### src/rtl/bus_demux3_32bit.sv
// Registered 1-to-3 bus distributor: one source word steered into channel D, B or E.
// Optional per-channel transfer counters are built when BUS_DEMUX_CNT_EN is defined.
module bus_demux3_32bit #(
  parameter int WIDTH = 32,
  parameter int CNT_W = 8
) (
  input  logic             clk,
  input  logic             reset_n,
  input  logic [WIDTH-1:0] in_data,
  input  logic [1:0]       in_sel,
  input  logic             in_valid,
  output logic             in_ready,
  output logic [WIDTH-1:0] d_data,
  output logic             d_valid,
  input  logic             d_ready,
  output logic [WIDTH-1:0] b_data,
  output logic             b_valid,
  input  logic             b_ready,
  output logic [WIDTH-1:0] e_data,
  output logic             e_valid,
  input  logic             e_ready
`ifdef BUS_DEMUX_CNT_EN
  ,
  output logic [CNT_W-1:0] d_cnt,
  output logic [CNT_W-1:0] b_cnt,
  output logic [CNT_W-1:0] e_cnt
`endif
);

  if (WIDTH < 1 || CNT_W < 1) begin : g_bad_param
    $error("bus_demux3_32bit: WIDTH and CNT_W must be at least 1");
  end

  // Channel index order everywhere below: 0 = D, 1 = B, 2 = E.
  logic [2:0]            hit;
  logic [2:0]            acc;
  logic [2:0]            ch_ready;
  logic [2:0]            ch_valid;
  logic [2:0][WIDTH-1:0] ch_data;

  // Handshake rule on every port: a word moves on a rising edge where
  // valid & ready are both 1; valid never waits on ready, and in_ready is a
  // pure function of in_sel and the addressed channel (never of in_valid).
  always_comb begin
    hit    = 3'b000;
    hit[0] = (in_sel == 2'b10);
    hit[1] = (in_sel == 2'b11);
    hit[2] = ~in_sel[1];
  end

  assign ch_ready = {e_ready, b_ready, d_ready};
  assign in_ready = |(hit & (~ch_valid | ch_ready));
  assign acc      = hit & {3{in_valid & in_ready}};

  for (genvar i = 0; i < 3; i++) begin : g_ch
    // Accept wins over drain so a same-cycle drain+accept keeps valid high.
    always_ff @(posedge clk or negedge reset_n) begin
      if (!reset_n) begin
        ch_valid[i] <= 1'b0;
        ch_data[i]  <= '0;
      end else if (acc[i]) begin
        ch_valid[i] <= 1'b1;
        ch_data[i]  <= in_data;
      end else if (ch_ready[i]) begin
        ch_valid[i] <= 1'b0;
      end
    end
  end

  assign d_valid = ch_valid[0];
  assign b_valid = ch_valid[1];
  assign e_valid = ch_valid[2];
  assign d_data  = ch_data[0];
  assign b_data  = ch_data[1];
  assign e_data  = ch_data[2];

`ifdef BUS_DEMUX_CNT_EN
  logic [2:0][CNT_W-1:0] cnt;

  for (genvar i = 0; i < 3; i++) begin : g_cnt
    // Counts completed output handshakes; wraps naturally at 2^CNT_W.
    always_ff @(posedge clk or negedge reset_n) begin
      if (!reset_n) begin
        cnt[i] <= '0;
      end else if (ch_valid[i] && ch_ready[i]) begin
        cnt[i] <= cnt[i] + 1'b1;
      end
    end
  end

  assign d_cnt = cnt[0];
  assign b_cnt = cnt[1];
  assign e_cnt = cnt[2];
`endif

endmodule

### config.mk
export PLATFORM = sky130hd
export DESIGN_NAME = bus_demux3_32bit
export DESIGN_NICKNAME = d
export VERILOG_FILES = /design/src/rtl/bus_demux3_32bit.sv
export SDC_FILE = /design/constraint.sdc
export NUM_CORES = 1
export LEC_CHECK = 0
export CAP_MARGIN = 0
export CORE_MARGIN = 1.5
export CORE_UTILIZATION = 35
export DETAILED_ROUTE_END_ITERATION = 10
export PLACE_DENSITY = 0.76
export SLEW_MARGIN = 20
export SYNTH_ARGS = -nofsm -noshare
export SYNTH_HDL_FRONTEND = slang
export SYNTH_SLANG_ARGS = --single-unit
### constraint.sdc
create_clock -name clk -period 1.9 [get_ports clk]
set_clock_uncertainty 0.05 [all_clocks]
set_input_delay 0.38 -clock clk [delete_from_list [all_inputs] [get_ports clk]]
set_output_delay 0.38 -clock clk [all_outputs]
set_load 0.1 [all_outputs]
==> impl_metrics.json, run 1 <==
{
  "layout_commonest_cell": "buf_12",
  "maxSlewViolCount": 0,
  "ys_seq_area_share_pct": 66.2,
  "powerDensity_nw_per_um2": 1520,
  "avgSynthCellArea_um2": 17.0,
  "initial_utilization_pct": 36.1,
  "cp_top_family": "buffers and inverters",
  "slew_headroom_pct": 80.1,
  "whs_ns": 0.353,
  "min_period_ns": 1.84,
  "antenna_found_initial": 0,
  "cp-start-kind": "input pin",
  "critical_path_required_ns": 1.47,
  "rr_startpoint": "d_valid",
  "pin_count": 140,
  "grt_overflow_total": 0,
  "io_buffers": 139,
  "track_usage_pct": 16.8,
  "dpl_cell_area_um2": 6350,
  "cp_num_buf_inv": 2,
  "core_um2": 10400,
  "wl_um": 8950,
  "floorplan.die_area_um2": 11300,
  "netlist.area_leader.share_pct": 66.2,
  "worst_slack_ns": 0.0585,
  "viasPerCell": 4.64,
  "final_cell_mix": "buf_12 (104), dfrtp_1 (96), mux2_2 (89)",
  "cp-end-kind": "output port",
  "area_growth_pct": 76.2,
  "max-vdd-ir-drop_mv": 0.743,
  "crit_arrival_ns": 1.41,
  "firstDrtPassIters": 2,
  "critPathSlowestCell": "clkdlybuf4s50_1",
  "finalCritPeriodShare_pct": 96.9,
  "wl_per_cell_um": 17.5,
  "synthDistinctLibCells": 17,
  "drive_above_1_share_pct": 59.7,
  "first_iter_violations": 44,
  "path_clk_slew_ns": 0.10,
  "syn_area_um2": 3740,
  "grt_pass1_vias": 2727,
  "synthesis.nets": 260,
  "grt_pass1_wl_um": 14600,
  "netlist_top_cells_area": "dfrtp_1 (66%), mux2_2 (27%), mux2_1 (2.1%)",
  "postCtsSetupBuffers": 0,
  "cts_buffers": 9,
  "yosysWarnings": 0,
  "hp-class": "input pin to async pin",
  "yosys.area.top_type": "dfrtp_1",
  "grt_max_degree": 51,
  "hold_viol": 0,
  "cts_sinks": 99,
  "die_y_um": 106,
  "power_leakage_nw": 2.87,
  "design_area_um2": 6600,
  "postRouteAntennaNets": 0,
  "synth-seq-cells": 99,
  "htree_levels": 3,
  "drv_cap": 0,
  "die_x_um": 106,
  "gp_congestion": 0.689,
  "diodes": 0,
  "clk-insertion-delay-late_ns": 0.36,
  "drc": 0,
  "crit_fanout": 3,
  "num_vias": 2373,
  "cts_buffer_depth": 2,
  "final_nets": 410,
  "fmax_mhz": 543,
  "worstPathCellList": "clkdlybuf4s50_1 -> nand2b_4 -> mux2i_4 -> a21oi_4 -> buf_12",
  "tightestPinTransition_ns": 0.299,
  "rows": 37,
  "setup_viol": 0,
  "crit_type": "input pin to output port",
  "cpPeakStageDelay_ns": 0.47,
  "cts-root-buf": "clkbuf_8",
  "dpl_worst_slack_ns": -0.314,
  "status": "complete, no violations",
  "rsz0062_at_grt": "false",
  "crit_path_start": "d_ready",
  "cts_tree": "yes",
  "hpwl_um": 6580,
  "synthCells": 220
}
[path summary, 6_finish.rpt]
path,to,slack (ns),cells past startpoint
worst max-delay path,in_ready,0.06,5
worst min-delay path,e_data[16],0.35,2
worst max register to register,d_data[30],0.32,4
worst min register to register,b_data[6],0.51,1
max in group asynchronous,e_data[28],0.86,3
min in group clk,e_valid,0.37,2
[registers in the layout, indices dropped and copies added, names as in the netlist]
register	cells
e_data	32
e_valid	1
d_data	32
b_valid	1
b_data	32
d_valid	1
[per-stage QoR]
stage	TNS [ns]	util [%]	instances	total power [mW]
detailed placement	-19.19	61.3	494	8.69
CTS	0	63.5	511	10.1
finish	0	63.6	511	10.0
global route	0	63.6	511	10.3
floorplan	0	-	220	6.30
global placement	-14.99	61.3	494	8.61
[per-layer routing]
metal / vias up / track usage (%) / share of wire (%)
met4: 0 / 5.43 / 1.1
met2: 81 / 28.8 / 52
met3: 9 / 6.13 / 7.5
met5: - / 0 / 0
li1: 1066 / - / -
met1: 1217 / 19.5 / 39
[worst reg2reg max path: cells and delay by family, from the launching register on]
kind                   cells  cell delay (ns)
AND/OR/NAND/NOR            2             0.31
buffers and inverters      1             0.28
multiplexers               1             0.38
flip-flops                 1             0.45
[cell families after synthesis]
kind of cell	after synthesis	synth area share, %
DFF	99	66.2
muxes	97	29.1
buffers and inverters	11	2.51
and+or+nand+nor	10	1.80
AOI/OAI and AO/OA	3	0.401
[layout make-up]
class                           instances  area (um^2)
Multi-Input combinational cell        110         1220
Timing Repair Buffer                  149         2520
Inverter                                1         3.75
Clock buffer                            9          124
Tap cell                              136          170
Fill cell                             739         3770
Clock inverter                          7         82.6
Sequential cell                        99         2480
[power breakdown]
part / switching, mW / internal (mW)
Combinational: 3.61 / 2.02
Sequential: 0.451 / 2.53
Clock: 0.779 / 0.630
Total: 4.84 / 5.18
[what timing repair did]
item,CTS,global route
endpoints found under the hold margin,14,0
endpoints found under the setup margin,1,1
resized for setup,3,3
hold buffers,1,0
[synth_stat cells]
cell type   n
a21oi_1     1
buf_2       3
buf_4       1
buf_6       6
dfrtp_1    99
inv_1       1
mux2_1      7
mux2_2     89
mux2i_1     1
nand2_1     2
nand2b_1    3
nand3_1     1
nand3b_1    1
nor2_1      1
nor2b_1     1
nor3b_4     1
o21ai_0     2
(Power assumes the default switching activity.)
==> run 2, diff against run 1 <==
--- a/config.mk
+++ b/config.mk
@@ -9,7 +9,7 @@
 export CORE_MARGIN = 1.5
 export CORE_UTILIZATION = 35
 export DETAILED_ROUTE_END_ITERATION = 10
-export PLACE_DENSITY = 0.76
+export PLACE_DENSITY = 0.66
 export SLEW_MARGIN = 20
 export SYNTH_ARGS = -nofsm -noshare
 export SYNTH_HDL_FRONTEND = slang
==> impl_metrics.json, run 2 (synthesized netlist as in run 1, its figures left out) <==
{
  "status": "finished, violations left",
  "violations": "hold timing",
  "drv_cap": 0,
  "power_leakage_nw": 2.86,
  "cts-root-buf": "clkbuf_8",
  "hold_viol": 1,
  "slew_headroom_pct": 64.4,
  "core_um2": 10400,
  "floorplan.die_area_um2": 11300,
  "grt_max_degree": 100,
  "grt_overflow_total": 0,
  "cts_buffers": 9,
  "fillers": 797,
  "first_iter_violations": 52,
  "critical_path_required_ns": 1.47,
  "clk-insertion-delay-late_ns": 0.35,
  "final_cell_mix": "buf_12 (106), dfrtp_1 (96), mux2_2 (89)",
  "drc": 0,
  "layout_commonest_cell": "buf_12",
  "wl_um": 8770,
  "cts_hold_buf": 0,
  "crit_arrival_ns": 1.40,
  "dpl_cell_area_um2": 6380,
  "cp-end-kind": "output port",
  "cts_tree": "yes",
  "num_vias": 2362,
  "track_usage_pct": 16.5,
  "power_mw": 9.83,
  "viasPerCell": 4.63,
  "grt_pass1_wl_um": 14400,
  "met3_length_um": 834,
  "worst_slack_ns": 0.0745,
  "whs_ns": -0.000235,
  "initial_utilization_pct": 36.1,
  "powerDensity_nw_per_um2": 1490,
  "cts_buffer_depth": 2,
  "drive_above_1_share_pct": 59.6,
  "die_x_um": 106,
  "postCtsSetupBuffers": 0,
  "dpl_worst_slack_ns": -0.165,
  "firstDrtPassIters": 3,
  "grt_pass1_vias": 2626,
  "postRouteAntennaNets": 0,
  "hpwl_um": 6340,
  "r2r_setup_slack_ns": 0.32,
  "rows": 37,
  "dr_wl_met2_um": 4220,
  "path_clk_slew_ns": 0.10,
  "finalNonFillerCells": 510,
  "crit_type": "input pin to output port",
  "area_growth_pct": 75.8,
  "min_period_ns": 1.83,
  "final_nets": 409,
  "finalCritPeriodShare_pct": 96.1,
  "gp_congestion": 0.721,
  "hp-class": "input pin to async pin",
  "detail_route.wirelength.met1_um": 3630,
  "rsz0062_at_grt": "false",
  "design_area_um2": 6580,
  "maxSlewViolCount": 0,
  "io_buffers": 139,
  "setup_viol": 0,
  "htree_levels": 3,
  "crit_fanout": 3,
  "tightestPinTransition_ns": 0.534,
  "wl_per_cell_um": 17.2,
  "placed_cells": 494,
  "pin_count": 140,
  "top_layer": "met4",
  "cp-start-kind": "input pin",
  "max-vdd-ir-drop_mv": 0.763,
  "fmax_mhz": 548,
  "cts_sinks": 99,
  "die_y_um": 106,
  "diodes": 0,
  "antenna_found_initial": 0
}
[run 2: cell count changes in the layout (fill, tap and decap cells not counted)]
cell,delta
bufinv_16,-1
clkinv_2,+1
buf_4,-2
clkinvlp_4,-1
buf_12,+2
clkbuf_1,+1
inv_6,+1
inv_8,-1
dlygate4sd3_1,-1
[run 2: worst paths after layout]
path | from | end | depth (start not counted)
worst max-delay path | b_ready | in_ready | 5
worst min-delay path | reset_n | d_valid | 2
worst max register to register | d_valid | d_data[30] | 4
worst min register to register | b_data[19] | b_data[19] | 1
max in group asynchronous | reset_n | d_data[2] | 2
min in group clk | in_sel[1] | b_valid | 3
[run 2: what timing repair did]
item                                    in CTS  in global routing
resized for setup                            4                  2
pin swaps                                    1                  1
endpoints found under the setup margin       1                  1
[run 2: stage by stage]
stage	util [%]	hold slack [ns]	setup TNS (ns)
finish	63.5	-0.000235	0
global route	63.5	0.0636	0
global placement	61.5	0.433	-6.98
CTS	63.4	0.0321	0
floorplan	-	0.0344	0
detailed placement	61.5	0.435	-7.76
[run 2: where the power goes]
part	internal (mW)	switching, mW	leakage (nW)
clock network	0.491	0.733	0.0877
registers	2.53	0.458	1.17
logic	2.03	3.60	1.60
total	5.04	4.79	2.86
[run 2: layout make-up]
| type | count | area, um^2 | share of cell area [%] |
|---|---|---|---|
| Tap cell | 136 | 170 | 2.58 |
| Clock inverter | 6 | 47.5 | 0.722 |
| Sequential cell | 99 | 2480 | 37.7 |
| Clock buffer | 10 | 128 | 1.94 |
| Inverter | 1 | 3.75 | 0.0570 |
| Multi-Input combinational cell | 110 | 1220 | 18.5 |
| Timing Repair Buffer | 148 | 2530 | 38.5 |
[run 2: worst max-delay path, cell delays in order]
cell,delay [ns]
clkdlybuf4s50_1,0.46
nand2b_4,0.14
mux2i_4,0.08
a21oi_4,0.14
buf_12,0.19
[run 2: routing by layer]
layer  GRT usage (%)  vias to the layer above
li1                -                     1070
met1            20.4                     1193
met2            26.0                       92
met3            7.23                        7
met4            5.43                        0
met5               0                        -
==> run 3, diff against run 2 <==
--- a/config.mk
+++ b/config.mk
@@ -6,10 +6,12 @@
 export NUM_CORES = 1
 export LEC_CHECK = 0
 export CAP_MARGIN = 0
+export CELL_PAD_IN_SITES_DETAIL_PLACEMENT = 0
+export CELL_PAD_IN_SITES_GLOBAL_PLACEMENT = 1
 export CORE_MARGIN = 1.5
 export CORE_UTILIZATION = 35
 export DETAILED_ROUTE_END_ITERATION = 10
-export PLACE_DENSITY = 0.66
+export PLACE_DENSITY_LB_ADDON = 0.1
 export SLEW_MARGIN = 20
 export SYNTH_ARGS = -nofsm -noshare
 export SYNTH_HDL_FRONTEND = slang
==> impl_metrics.json, run 3 (synthesized netlist as in run 1, its figures left out) <==
{
  "status": "complete, no violations",
  "clk-insertion-delay-late_ns": 0.35,
  "r2r_setup_slack_ns": 0.36,
  "hp-class": "input pin to register",
  "path_clk_slew_ns": 0.09,
  "setup_viol": 0,
  "design_area_um2": 6600,
  "hpwl_um": 6300,
  "grt_pass1_wl_um": 14300,
  "wl_um": 8710,
  "gr-usage-met2_pct": 26.1,
  "drive_above_1_share_pct": 59.6,
  "dpl_worst_slack_ns": -0.143,
  "grt-busiest-layer": "met2",
  "core_um2": 10400,
  "powerDensity_nw_per_um2": 1490,
  "grt_max_degree": 43,
  "seqCellArea_um2": 2480,
  "rr_startpoint": "d_valid",
  "diodes": 0,
  "io_buffers": 139,
  "crit_type": "input pin to output port",
  "whs_ns": 0.405,
  "cp-start-kind": "input pin",
  "gp_congestion": 0.710,
  "final_util_pct": 63.7,
  "grtUsageMet3_pct": 5.52,
  "cts_sinks": 99,
  "final_nets": 411,
  "track_usage_pct": 16.3,
  "maxSlewViolCount": 0,
  "worst_slack_ns": 0.0340,
  "multi_input_area_um2": 1210,
  "gr-usage-met1_pct": 20.8,
  "floorplan.die_area_um2": 11300,
  "r2r_end": "d_data[4]",
  "firstDrtPassIters": 4,
  "first_iter_violations": 56,
  "htree_levels": 3,
  "fillers": 777,
  "initial_utilization_pct": 36.1,
  "finalNonFillerCells": 512,
  "num_vias": 2371,
  "drv_cap": 0,
  "postRouteAntennaNets": 0,
  "wl_per_cell_um": 17.0,
  "setup_tns_ns": 0,
  "area_growth_pct": 76.3,
  "crit_arrival_ns": 1.44,
  "cp-end-kind": "output port",
  "fmax_mhz": 536,
  "min_period_ns": 1.87,
  "whs_path_depth": 3,
  "holdCritStartpoint": "in_sel[0]",
  "pin_count": 140,
  "grt_overflow_total": 0,
  "placed_cells": 495,
  "grt_pass1_vias": 2610,
  "cts_buffer_depth": 2,
  "finalCritPeriodShare_pct": 98.2,
  "cts_tree": "yes",
  "crit_fanout": 4,
  "dpl_cell_area_um2": 6390,
  "power_leakage_nw": 2.86,
  "die_x_um": 106,
  "critical_path_required_ns": 1.47,
  "slew_headroom_pct": 72.4,
  "tightestPinTransition_ns": 0.414,
  "die_y_um": 106,
  "rsz0062_at_grt": "false",
  "reg2regPathDepth": 4,
  "hold_path_end": "d_valid",
  "final_cell_mix": "buf_12 (106), dfrtp_1 (96), mux2_2 (89)",
  "cts-root-buf": "clkbuf_8",
  "cts_buffers": 9,
  "layout_commonest_cell": "buf_12",
  "rows": 37,
  "max-vdd-ir-drop_mv": 0.696,
  "hold_viol": 0,
  "viasPerCell": 4.63,
  "power_mw": 9.84,
  "drc": 0,
  "antenna_found_initial": 0
}
[run 3: timing repair]
item,4_1_cts,5_1_grt
buffers inserted,0,0
endpoints found under the setup margin,1,1
hold buffers,1,0
gates resized for setup,1,4
endpoints found under the hold margin,27,0
[run 3: worst max-delay path, stage by stage]
cell	delay, ns
clkdlybuf4s50_1	0.54
buf_6	0.14
nor2_1	0.06
a21oi_4	0.13
buf_12	0.19
[run 3: report_power, final]
group	internal, mW	total, mW	switching (mW)
registers	2.53	2.97	0.448
clock network	0.515	1.24	0.724
logic	2.03	5.63	3.60
total	5.07	9.84	4.77
[run 3: per-layer routing]
layer | part of all wire [%] | wire length, um | vias up
li1 | - | - | 1074
met1 | 41 | 3610 | 1207
met2 | 50 | 4320 | 83
met3 | 7.9 | 688 | 7
met4 | 1.0 | 88 | 0
met5 | 0 | 0 | -
[run 3: layout make-up]
type,instances,share of cell area [%]
Sequential cell,99,37.6
Timing Repair Buffer,150,38.7
Multi-Input combinational cell,110,18.3
Tap cell,136,2.58
Clock buffer,11,2.14
Clock inverter,5,0.587
Inverter,1,0.0569
[run 3: how the worst max path moves through the flow]
stage              start         end  slack (ns)  depth (start not counted)
6_report       in_sel[1]    in_ready        0.03                          5
5_1_grt        in_sel[1]    in_ready      0.0003                          5
4_1_cts        in_sel[0]    in_ready       0.002                          4
3_5_place_dp   in_sel[0]  d_data[14]       -0.14                          5
3_3_place_gp   in_sel[0]   d_data[5]       -0.12                          5
2_1_floorplan    b_valid    in_ready        0.01                          3
